### src/rtl/cacheline_pkg.sv
// Shared types and helpers for the cacheline memory scheduler.
package cacheline_pkg;

  localparam int LINE_W     = 256;
  localparam int LINE_OFF_W = 5;
  localparam int ADDR_MAX_W = 64;

  typedef enum logic [2:0] {
    IDLE,
    ISSUE,
    WAIT,
    DRAIN,
    RESP
  } sched_state_t;

  typedef enum logic [1:0] {
    OWN_D,
    OWN_I,
    OWN_PF
  } owner_t;

  // Clear the byte-offset bits so the address points at the start of its line.
  function automatic logic [ADDR_MAX_W-1:0] line_align(input logic [ADDR_MAX_W-1:0] addr);
    return {addr[ADDR_MAX_W-1:LINE_OFF_W], {LINE_OFF_W{1'b0}}};
  endfunction

endpackage

### src/rtl/cacheline_prio_select.sv
// Combinational winner picker: D > I > PF, with a starved I-cache promoted
// above D. Flush blocks the I-side and prefetch requesters for the cycle.
module cacheline_prio_select
  import cacheline_pkg::*;
(
  input  logic   d_req,
  input  logic   i_req,
  input  logic   pf_req,
  input  logic   flush,
  input  logic   starve_hit,
  output owner_t owner,
  output logic   valid
);

  // Pick the highest-priority eligible requester.
  always_comb begin
    owner = OWN_D;
    valid = 1'b0;
    if (i_req && !flush && starve_hit) begin
      owner = OWN_I;
      valid = 1'b1;
    end else if (d_req) begin
      owner = OWN_D;
      valid = 1'b1;
    end else if (i_req && !flush) begin
      owner = OWN_I;
      valid = 1'b1;
    end else if (pf_req && !i_req && !flush) begin
      owner = OWN_PF;
      valid = 1'b1;
    end
  end

endmodule

### src/rtl/cacheline_mem_scheduler.sv
// Shares one cacheline memory port among D-cache, I-cache and I-prefetcher.
// Commands are single-cycle and registered; read responses are matched by
// address tag; squashed I/PF fetches are drained without a requester response.
module cacheline_mem_scheduler #(
  parameter int ADDR_W     = 32,
  parameter int LINE_W     = cacheline_pkg::LINE_W,
  parameter int STARVE_MAX = 8
) (
  input  logic              clk,
  input  logic              rst,
  input  logic              flush,
  input  logic [ADDR_W-1:0] d_addr,
  input  logic              d_read,
  input  logic              d_write,
  input  logic [LINE_W-1:0] d_wdata,
  output logic [LINE_W-1:0] d_rdata,
  output logic              d_resp,
  input  logic [ADDR_W-1:0] i_addr,
  input  logic              i_read,
  output logic [LINE_W-1:0] i_rdata,
  output logic              i_resp,
  input  logic [ADDR_W-1:0] pf_addr,
  input  logic              pf_read,
  output logic [LINE_W-1:0] pf_rdata,
  output logic              pf_resp,
  output logic [ADDR_W-1:0] mem_addr,
  output logic              mem_read,
  output logic              mem_write,
  output logic [LINE_W-1:0] mem_wdata,
  input  logic [LINE_W-1:0] mem_rdata,
  input  logic [ADDR_W-1:0] mem_raddr,
  input  logic              mem_resp,
  output logic              busy
);

  import cacheline_pkg::*;

  sched_state_t      state, state_n;
  owner_t            owner_q, sel_owner;
  logic              sel_vld;
  logic              op_write_q;
  logic [3:0]        i_starve, i_starve_n;
  logic              starve_hit;
  logic              squashable;
  logic              complete;
  logic              grant, grant_wr, resp_n;
  logic [ADDR_W-1:0] sel_addr;

  assign starve_hit = (i_starve == 4'(STARVE_MAX));
  assign squashable = (owner_q != OWN_D);
  // Writes complete on any response; reads need the returned tag to match.
  assign complete   = mem_resp && (op_write_q || (mem_raddr == mem_addr));

  cacheline_prio_select u_prio (
    .d_req      (d_read | d_write),
    .i_req      (i_read),
    .pf_req     (pf_read),
    .flush      (flush),
    .starve_hit (starve_hit),
    .owner      (sel_owner),
    .valid      (sel_vld)
  );

  // Next-state, grant, response and starvation-counter decisions.
  always_comb begin
    state_n    = state;
    grant      = 1'b0;
    grant_wr   = 1'b0;
    resp_n     = 1'b0;
    i_starve_n = i_starve;
    case (sel_owner)
      OWN_I:   sel_addr = i_addr;
      OWN_PF:  sel_addr = pf_addr;
      default: sel_addr = d_addr;
    endcase
    case (state)
      IDLE: begin
        if (sel_vld) begin
          grant    = 1'b1;
          grant_wr = (sel_owner == OWN_D) && d_write;
          state_n  = ISSUE;
        end
      end
      ISSUE: state_n = (flush && squashable) ? DRAIN : WAIT;
      WAIT: begin
        // A response landing with the flush is consumed but not forwarded.
        if (complete) begin
          state_n = RESP;
          resp_n  = !(flush && squashable);
        end else if (flush && squashable) begin
          state_n = DRAIN;
        end
      end
      DRAIN: begin
        if (complete) state_n = IDLE;
      end
      RESP:    state_n = IDLE;
      default: state_n = IDLE;
    endcase
    if (flush) begin
      i_starve_n = 4'd0;
    end else if (grant && (sel_owner == OWN_I)) begin
      i_starve_n = 4'd0;
    end else if (grant && (sel_owner == OWN_D) && i_read && !starve_hit) begin
      i_starve_n = i_starve + 4'd1;
    end
  end

  // State, latched transaction and registered outputs.
  always_ff @(posedge clk or negedge rst) begin
    if (!rst) begin
      state      <= IDLE;
      owner_q    <= OWN_D;
      op_write_q <= 1'b0;
      i_starve   <= 4'd0;
      busy       <= 1'b0;
      mem_read   <= 1'b0;
      mem_write  <= 1'b0;
      mem_addr   <= '0;
      mem_wdata  <= '0;
      d_resp     <= 1'b0;
      i_resp     <= 1'b0;
      pf_resp    <= 1'b0;
      d_rdata    <= '0;
      i_rdata    <= '0;
      pf_rdata   <= '0;
    end else begin
      state     <= state_n;
      busy      <= (state_n != IDLE);
      i_starve  <= i_starve_n;
      mem_read  <= grant && !grant_wr;
      mem_write <= grant_wr;
      d_resp    <= resp_n && (owner_q == OWN_D);
      i_resp    <= resp_n && (owner_q == OWN_I);
      pf_resp   <= resp_n && (owner_q == OWN_PF);
      if (grant) begin
        owner_q    <= sel_owner;
        op_write_q <= grant_wr;
        mem_addr   <= ADDR_W'(line_align(ADDR_MAX_W'(sel_addr)));
      end
      if (grant_wr) mem_wdata <= d_wdata;
      if (resp_n) begin
        case (owner_q)
          OWN_I:   i_rdata  <= mem_rdata;
          OWN_PF:  pf_rdata <= mem_rdata;
          default: d_rdata  <= mem_rdata;
        endcase
      end
    end
  end

endmodule

### config.mk
export PLATFORM = sky130hd
export DESIGN_NAME = cacheline_mem_scheduler
export DESIGN_NICKNAME = d
export VERILOG_FILES = /design/src/rtl/cacheline_pkg.sv /design/src/rtl/cacheline_prio_select.sv /design/src/rtl/cacheline_mem_scheduler.sv
export SDC_FILE = /design/constraint.sdc
export NUM_CORES = 1
export LEC_CHECK = 0
export CAP_MARGIN = 10
export CORE_AREA = 3 3 674 676
export DETAILED_ROUTE_END_ITERATION = 7
export DIE_AREA = 0 0 677 679
export PLACE_DENSITY = 0.3
export SYNTH_ARGS = -nofsm -noshare
export SYNTH_HDL_FRONTEND = slang
export SYNTH_SLANG_ARGS = --single-unit
### constraint.sdc
create_clock -name clk -period 5.6 [get_ports clk]
set_input_delay 0.56 -clock clk [delete_from_list [all_inputs] [get_ports clk]]
set_output_delay 0.56 -clock clk [all_outputs]
set_load 0.02 [all_outputs]
; ---- Word level (Yosys, flattened, before mapping)
; Index checks and enable logic that the tools add are counted.
[totals]
mem_bits_rw = 0
n_memories = 0
output_inout_bits = 1062
latchBits = 0
romBits = 0
in_bits = 648
register_bits = 1067
[op_classes]
eq_ne = 9
n_lt_le_gt_ge = 0
n_mul = 0
div = 0
n_addsub = 1
bitwise = 2
reduce_logical = 31
shift = 0
muxes = 24
[ops]
columns = operator, n
row1 = $pmux 32 s2, 1
row2 = $eq 32x32->1, 1
row3 = $logic_and 1x1->1, 15
row4 = $mux 3, 4
row5 = $mux 4, 3
row6 = $pmux 3 s4, 1
row7 = $mux 1, 11
row8 = $mux 2, 4
row9 = $eq 3x2->1 const B, 2
row10 = $reduce_and 2->1, 3
row11 = $reduce_bool 3->1, 2
row12 = $logic_not 1->1, 5
row13 = $add 4x1->4 const B, 1
row14 = $eq 2x1->1 const B, 2
row15 = $eq 2x2->1 const B, 2
row16 = $eq 4x4->1 const B, 1
row17 = $logic_not 2->1, 2
row18 = $eq 3x1->1 const B, 1
row19 = $logic_not 3->1, 1
row20 = $reduce_bool 2->1, 1
row21 = $reduce_or 2->1, 1
row22 = $logic_or 1x1->1, 1
row23 = $not 1->1, 1
row24 = $or 1x1->1, 1

; ---- Logic depth before layout (Yosys ltp)
; Gate-level depths: netlist of run 1.
[depth]
depth_word = 15
mapped_depth = 13
depth_no_buf = 11

; ---- By module
; From an unflattened synthesis of run 1, not the netlist that was laid out.
[unflattened]
cells_unflattened = 2469
hier_area_um2 = 41111.9
[by_module_without_submodules]
columns = module, n_inst, area_per_inst_um2, cells_each
row1 = cacheline_mem_scheduler, 1, 41066.9, 2464
row2 = cacheline_prio_select, 1, 45.0, 5

; ---- Least setup slack after synthesis of run 1
; No wires, ideal clock.
[synth_path]
kind = in2reg
start = in mem_raddr[13]
end = reg i_rdata[100]
t_required_ns = 5.475
t_arrival_ns = 2.516
setup_slack_ns = 2.959
path_stages = 9
setup_ns = 0.125
path_cell_list = xor2_1 -> nor4_1 -> nand4_1 -> o41ai_4 -> and3_1 -> buf_6 -> buf_12 -> buf_12 -> mux2_4
[synth_between]
elab_chain_len = 6
[synth_rtl]
columns = item, line
row1 = "start, declared", cacheline_mem_scheduler.sv:31  ; input logic [ADDR_W-1:0] mem_raddr,
row2 = $eq 32x32->1, cacheline_mem_scheduler.sv:52  ; assign complete = mem_resp && (op_write_q || (mem_raddr == mem_addr));
row3 = $logic_or 1x1->1, cacheline_mem_scheduler.sv:52
row4 = $logic_and 1x1->1, cacheline_mem_scheduler.sv:52
row5 = $mux 1, cacheline_mem_scheduler.sv:87  ; if (complete) begin
row6 = $mux 1, cacheline_mem_scheduler.sv:76  ; case (state)
row7 = $reduce_and 2->1 (no source line), n/a
row8 = "end signal, assigned", cacheline_mem_scheduler.sv:144  ; OWN_I: i_rdata <= mem_rdata;
row9 = "end, declared", cacheline_mem_scheduler.sv:20  ; output logic [LINE_W-1:0] i_rdata,
; No other way between the ends.
; A chain may end at the register's enable or synchronous reset.

; ---- Worst setup path after layout of run 1
[layout_path]
start = reg mem_addr[13]
end = reg i_rdata[129]
[layout_between]
elab_chain_len = 6
[layout_rtl]
columns = item, line
row1 = "start, declared", cacheline_mem_scheduler.sv:26  ; output logic [ADDR_W-1:0] mem_addr,
row2 = "start signal, assigned", cacheline_mem_scheduler.sv:139  ; mem_addr <= ADDR_W'(line_align(ADDR_MAX_W'(sel_addr)));
row3 = $eq 32x32->1, cacheline_mem_scheduler.sv:52
row4 = $logic_or 1x1->1, cacheline_mem_scheduler.sv:52
row5 = $logic_and 1x1->1, cacheline_mem_scheduler.sv:52
row6 = $mux 1, cacheline_mem_scheduler.sv:87
row7 = $mux 1, cacheline_mem_scheduler.sv:76
row8 = $reduce_and 2->1 (no source line), n/a
; No other way between the ends.

==> results of run 1 <==
[registers in the layout, indices dropped and copies added, names as in the netlist]
name,count
busy,1
d_rdata,256
d_resp,1
i_rdata,256
i_resp,1
i_starve,4
mem_addr,27
mem_read,1
mem_wdata,256
mem_write,1
op_write_q,1
owner_q,2
pf_rdata,256
pf_resp,1
state,3
[layer usage]
layer | share of wire (%) | routed length (um) | GRT usage (%) | vias up
li1 | - | - | - | 12400
met1 | 35 | 101000 | 12.3 | 15100
met2 | 53 | 154000 | 22.9 | 1169
met3 | 10 | 30300 | 5.83 | 291
met4 | 2.1 | 6200 | 2.56 | 54
met5 | 0.13 | 377 | 0 | -
[where the power goes]
group	internal (uW)	total, uW	switching, uW
combinational	9570	20500	10900
clock	6190	10400	4220
sequential	11200	13600	2390
[cell families after synthesis]
logic type / after synthesis / synth area share [%]
AOI/OAI and AO/OA: 94 / 1.36
xor gates and xnor gates: 30 / 0.616
adders and majority gates: 8 / 0.235
buffers and inverters: 146 / 3.59
DFF: 1067 / 62.6
muxes: 1025 / 30.6
other: 1 / 0.00879
and+or+nand+nor: 97 / 1.03
[layout by cell type (no fill, tap or decap), types with 4 or more instances in the layout]
cell type and count:
clkdlybuf4s50_1 1682, nor4_1 5, dfrtp_1 1067, mux2_4 400, clkbuf_1 41, xor2_1 26, nand2_1 61, nand3b_1 4
buf_12 27, conb_1 5, inv_6 6, xnor2_1 4, a22oi_1 27, bufinv_16 9, diode_2 29, buf_4 48
mux2_2 624, clkbuf_16 163, o21ai_0 58, nor2_1 10, inv_1 6, clkbuf_8 31, ha_1 5, clkinvlp_4 4
clkinv_2 19
[worst paths after layout]
kind	start	to	cells past startpoint
worst min register to register	op_write_q	op_write_q	1
worst min-delay path	d_wdata[117]	mem_wdata[117]	2
max in group asynchronous	rst	mem_wdata[89]	3
min in group asynchronous	rst	d_rdata[125]	2
worst max register to register	mem_addr[13]	i_rdata[129]	8
worst max-delay path	mem_addr[13]	i_rdata[129]	8
[what timing repair did]
| action | 4_1_cts | 5_1_grt |
|---|---|---|
| endpoints found under the setup margin | 0 | 0 |
| setup buffers | 0 | 0 |
| resized for setup | 0 | 0 |
| endpoints found under the hold margin | 38 | 0 |
| hold buffers | 1 | 0 |
[critical path, stage by stage, from the launching register on]
cell and delay, ns:
dfrtp_1 0.43, xor2_1 0.18, nor4_1 0.56, nand4_1 0.49, o41ai_4 0.78, and3_4 0.35
buf_12 0.21, buf_12 0.35, mux2_4 0.33
[per-stage QoR]
stage / cell area, um2 / hold slack [ns] / setup slack (ns) / total power, uW
finish: 71700 / 0.333 / 1.54 / 44500
global route: 71600 / 0.243 / 1.37 / 46800
detailed placement: 66400 / 0.466 / 0.885 / 35100
global placement: 66400 / 0.469 / 0.943 / 35000
floorplan: 42700 / 0.264 / 2.96 / 21800
CTS: 71600 / 0.192 / 1.38 / 46100
[cell type report]
class	instances	area (um2)	area share (%)
Antenna cell	29	72.6	0.101
Clock buffer	235	4660	6.50
Clock inverter	45	561	0.782
Inverter	6	22.5	0.0314
Multi-Input combinational cell	1259	14500	20.2
Sequential cell	1067	26700	37.2
Tap cell	5952	7450	10.4
Timing Repair Buffer	1759	17800	24.8
==> impl_metrics.toml, run 1 <==
[run_status]
status = "finished, final reports clean"

[sta]
slew_viol_final = 0
fmax_mhz = 246
setup_viol = 0
setup_tns_ns = 0
fin_crit_sh_pct = 72.5
rsz0062_at_grt = "no"
tightest_slew_ns = 1.10
slew_headroom_pct = 26.4
layout_min_cycle_time_ns = 4.06
hold_viol = 0
fin_skew_ns = 0.0563

[logic_synthesis]
synth_flop_cell = "dfrtp_1"
yosysWarnings = 0
synth_common_cells = "dfrtp_1 (1067), mux2_2 (624), mux2_4 (400)"
ys_ff_latch = 1067
synth_seq_area_share_pct = 62.6
synth.avg_cell_area_um2 = 17.3
ys_async_sr_fraction_pct = 100
syn_inst = 2468
yosysTopAreaCell = "dfrtp_1"
netlist-cell-type-count = 36
synth_area_leaders = "dfrtp_1 (63%), mux2_2 (16%), mux2_4 (14%), buf_12 (2.1%), o21ai_0 (0.68%)"
synth_most_common_cell = "dfrtp_1"
synth_edf_count = 0
yosysTopAreaCellShare_pct = 62.6
syn_area_um2 = 42700

[floorplan]
rows = 246
io-pin-count = 1710
start_util_pct = 9.51
die_w_um = 677
core_area_um2 = 449000
dieArea_um2 = 460000
die_h_um = 679

[route]
first_pass_iters = 5
avgViaCountPerCell = 2.81
vias = 29000
drtAntennaViolNets = 0
drt_iter0_drc = 1113
drc_errors = 0
finalWirelength_um = 292000
wl_per_cell_um = 28.2

[grt]
overflow = 0
grt_pass1_vias = 31600
grt_usage_pct = 12.3
grt_first_pass_wirelength_um = 369000
grt_antenna_before_repair = 101
grt_max_degree = 130

[clock_network]
cts_tree = "built"
cts_root_buf = "clkbuf_16"
htreeDepth = 4
clk_pin_slew_ns = 0.07
cts.sinks = 1067
clock_latency_ns = 0.84
cts_buffers = 160
cts_max_path_buffers = 4

[finish]
nets = 4909
final_core_util_pct = 16.0
fin_cells = 10400
syn2layout_area_growth_pct = 68.1
fillCellCount = 49500
drive_gt1_share_pct = 30.8

[critical_path]
arrival_ns = 4.74
end_kind = "register"
r2r_slack_ns = 1.54
path_max_fanout = 39
cp-start-kind = "register"
worstSetupPathType = "register to register"
crit_required_ns = 6.28

[power_and_ir_drop]
vdd_ir_drop_max_v = 0.000243
p_per_area_nw_per_um2 = 620
leakagePower_uw = 0.0289

[flow_run]
timing.max_cap.violations = 0

[place]
place_congestion = 0.873
dpl.hpwl_um = 242000
port_buffers = 1689
dp.cells = 10000

[worst_hold_path]
hold_class = "input pin to register"
Power figures use the tool's default switching activity.
==> run 2: changes to the inputs <==
--- a/config.mk
+++ b/config.mk
@@ -6,9 +6,9 @@
 export NUM_CORES = 1
 export LEC_CHECK = 0
 export CAP_MARGIN = 10
-export CORE_AREA = 3 3 674 676
+export CORE_AREA = 3 3 657 659
 export DETAILED_ROUTE_END_ITERATION = 7
-export DIE_AREA = 0 0 677 679
+export DIE_AREA = 0 0 660 662
 export PLACE_DENSITY = 0.3
 export SYNTH_ARGS = -nofsm -noshare
 export SYNTH_HDL_FRONTEND = slang
==> constraint.sdc (replaced) <==
create_clock -name clk -period 3.65 [get_ports clk]
set_input_delay 0.365 -clock clk [delete_from_list [all_inputs] [get_ports clk]]
set_output_delay 0.365 -clock clk [all_outputs]
set_load 0.02 [all_outputs]
==> impl_metrics.toml, run 2 (synthesis results as in run 1) <==
[finish]
syn2layout_area_growth_pct = 69.9
fin_cells = 10200
drive_gt1_share_pct = 32.0
layout_commonest_cell = "clkdlybuf4s50_1"
nets = 5018
final_cell_mix = "clkdlybuf4s50_1 (1684), dfrtp_1 (1067), mux2_2 (624), mux2_4 (400), clkbuf_16 (158)"

[grt]
grt_max_degree = 78
grt_first_pass_wirelength_um = 362000
grt_antenna_before_repair = 106
grt_pass1_vias = 32000
grt_usage_pct = 12.6
overflow = 0

[sta]
fmax_mhz = 289
fin_skew_ns = 0.0512
setup_tns_ns = 0
layout_min_cycle_time_ns = 3.46
slew_headroom_pct = 35.4
setup_viol = 0
rsz0062_at_grt = "no"
tightest_slew_ns = 0.968
hold_viol = 0
fin_crit_sh_pct = 94.9
slew_viol_final = 0

[route]
drc_errors = 0
drtAntennaViolNets = 0
drt_iter0_drc = 1293
finalWirelength_um = 287000
first_pass_iters = 5
avgViaCountPerCell = 2.91
wl_per_cell_um = 28.1
vias = 29600

[run_status]
status = "finished, final reports clean"

[power_and_ir_drop]
clockPowerShare_pct = 23.2
p_switching_uw = 26400
vdd_ir_drop_max_v = 0.000418
p_int_uw = 41400
p_per_area_nw_per_um2 = 936
p_total_uw = 67800
leakagePower_uw = 0.0295
p_comb_share_pct = 46.2
power_frac_seq_pct = 30.6
netSwitchingFraction_pct = 38.9

[floorplan]
start_util_pct = 10.0
rows = 240
io-pin-count = 1710
core_area_um2 = 427000
die_h_um = 662
dieArea_um2 = 437000
die_w_um = 660

[clock_network]
cts_tree = "built"
cts_max_path_buffers = 4
htreeDepth = 4
cts_resized = 0
clock_latency_ns = 0.86
cts.sinks = 1067
cts_root_buf = "clkbuf_16"
cts_buffers = 158
clk_pin_slew_ns = 0.06

[worst_hold_path]
hold_class = "input pin to register"

[place]
place_congestion = 0.854
dp.cells = 9867
port_buffers = 1689
dpl.hpwl_um = 240000

[flow_run]
timing.max_cap.violations = 0

[critical_path]
cp-start-kind = "register"
arrival_ns = 4.19
worstSetupPathType = "register to register"
end_kind = "register"
crit_required_ns = 4.37
path_max_fanout = 22
## run 2: changes by cell type in the layout (fill, tap and decap cells not counted), moves of 3 or more
cell / change
diode_2: +3
clkbuf_8: -10
clkbuf_16: -5
clkbuf_1: -7
dlygate4sd3_1: +20
bufinv_16: +4
buf_12: +25
clkinv_2: +5
buf_4: +62
## run 2: path summary, 6_finish.rpt
check                           slack (ns)        endpoint    startpoint  depth (start not counted)
min in group asynchronous             0.15  mem_wdata[102]           rst                          2
worst max register to register        0.19     i_rdata[19]  mem_addr[13]                         11
worst min register to register        0.48      op_write_q    op_write_q                          1
worst min-delay path                  0.13   mem_wdata[69]   d_wdata[69]                          2
max in group asynchronous             2.20      i_rdata[8]           rst                          3
worst max-delay path                  0.19     i_rdata[19]  mem_addr[13]                         11
## run 2: power by group through the flow
stage               combinational [uW]  clock (uW)  sequential [uW]
detailed placement               32500           0            21000
global route                     32900       16900            21500
floorplan                         6940           0            26500
finish                           31300       15700            20800
CTS                              32600       16600            20900
global placement                 32500           0            20900
## run 2: cell type report
class                   count  area [um2]
flip-flops and latches   1067       26700
well taps                5687        7120
inverters                   6        22.5
fillers                 46800      354000
diodes                     32        80.1
clock inverters            58         744
repair buffers           1870       19000
clock buffers             213        4370
multi-input cells        1259       14500
## run 2: worst max-delay path: stages (launching register included)
cell,delay (ns)
dfrtp_1,0.46
xor2_1,0.19
nor4_1,0.35
buf_4,0.17
nand4_1,0.30
buf_4,0.27
o41ai_4,0.19
buf_4,0.19
and3_4,0.24
buf_12,0.22
buf_12,0.27
mux2_2,0.35
## run 2: routing by layer
layer	global-route usage (%)	up-vias	part of all wire, %
met4	2.66	52	2.2
met2	23.7	1172	53
met5	0	-	0.12
met3	5.62	313	9.9
li1	-	12600	-
met1	12.8	15500	35
## run 2: timing repair
| action | 4_1_cts | 5_1_grt |
|---|---|---|
| hold endpoints to repair | 50 | 0 |
| hold buffers | 21 | 0 |
| setup buffers | 1 | 0 |
| endpoints found under the setup margin | 440 | 0 |
## run 2: stage by stage
stage | cell area (um2) | hold slack [ns] | util (%) | setup WS [ns]
2_1_floorplan | 42700 | 0.0694 | - | 1.06
3_3_place_gp | 67000 | 0.469 | 15.7 | -0.833
3_5_place_dp | 67100 | 0.470 | 15.7 | -0.460
4_1_cts | 72400 | 0.000538 | 17.0 | 0.0106
5_1_grt | 72400 | 0.0417 | 17.0 | 0.00684
6_report | 72500 | 0.134 | 17.0 | 0.186
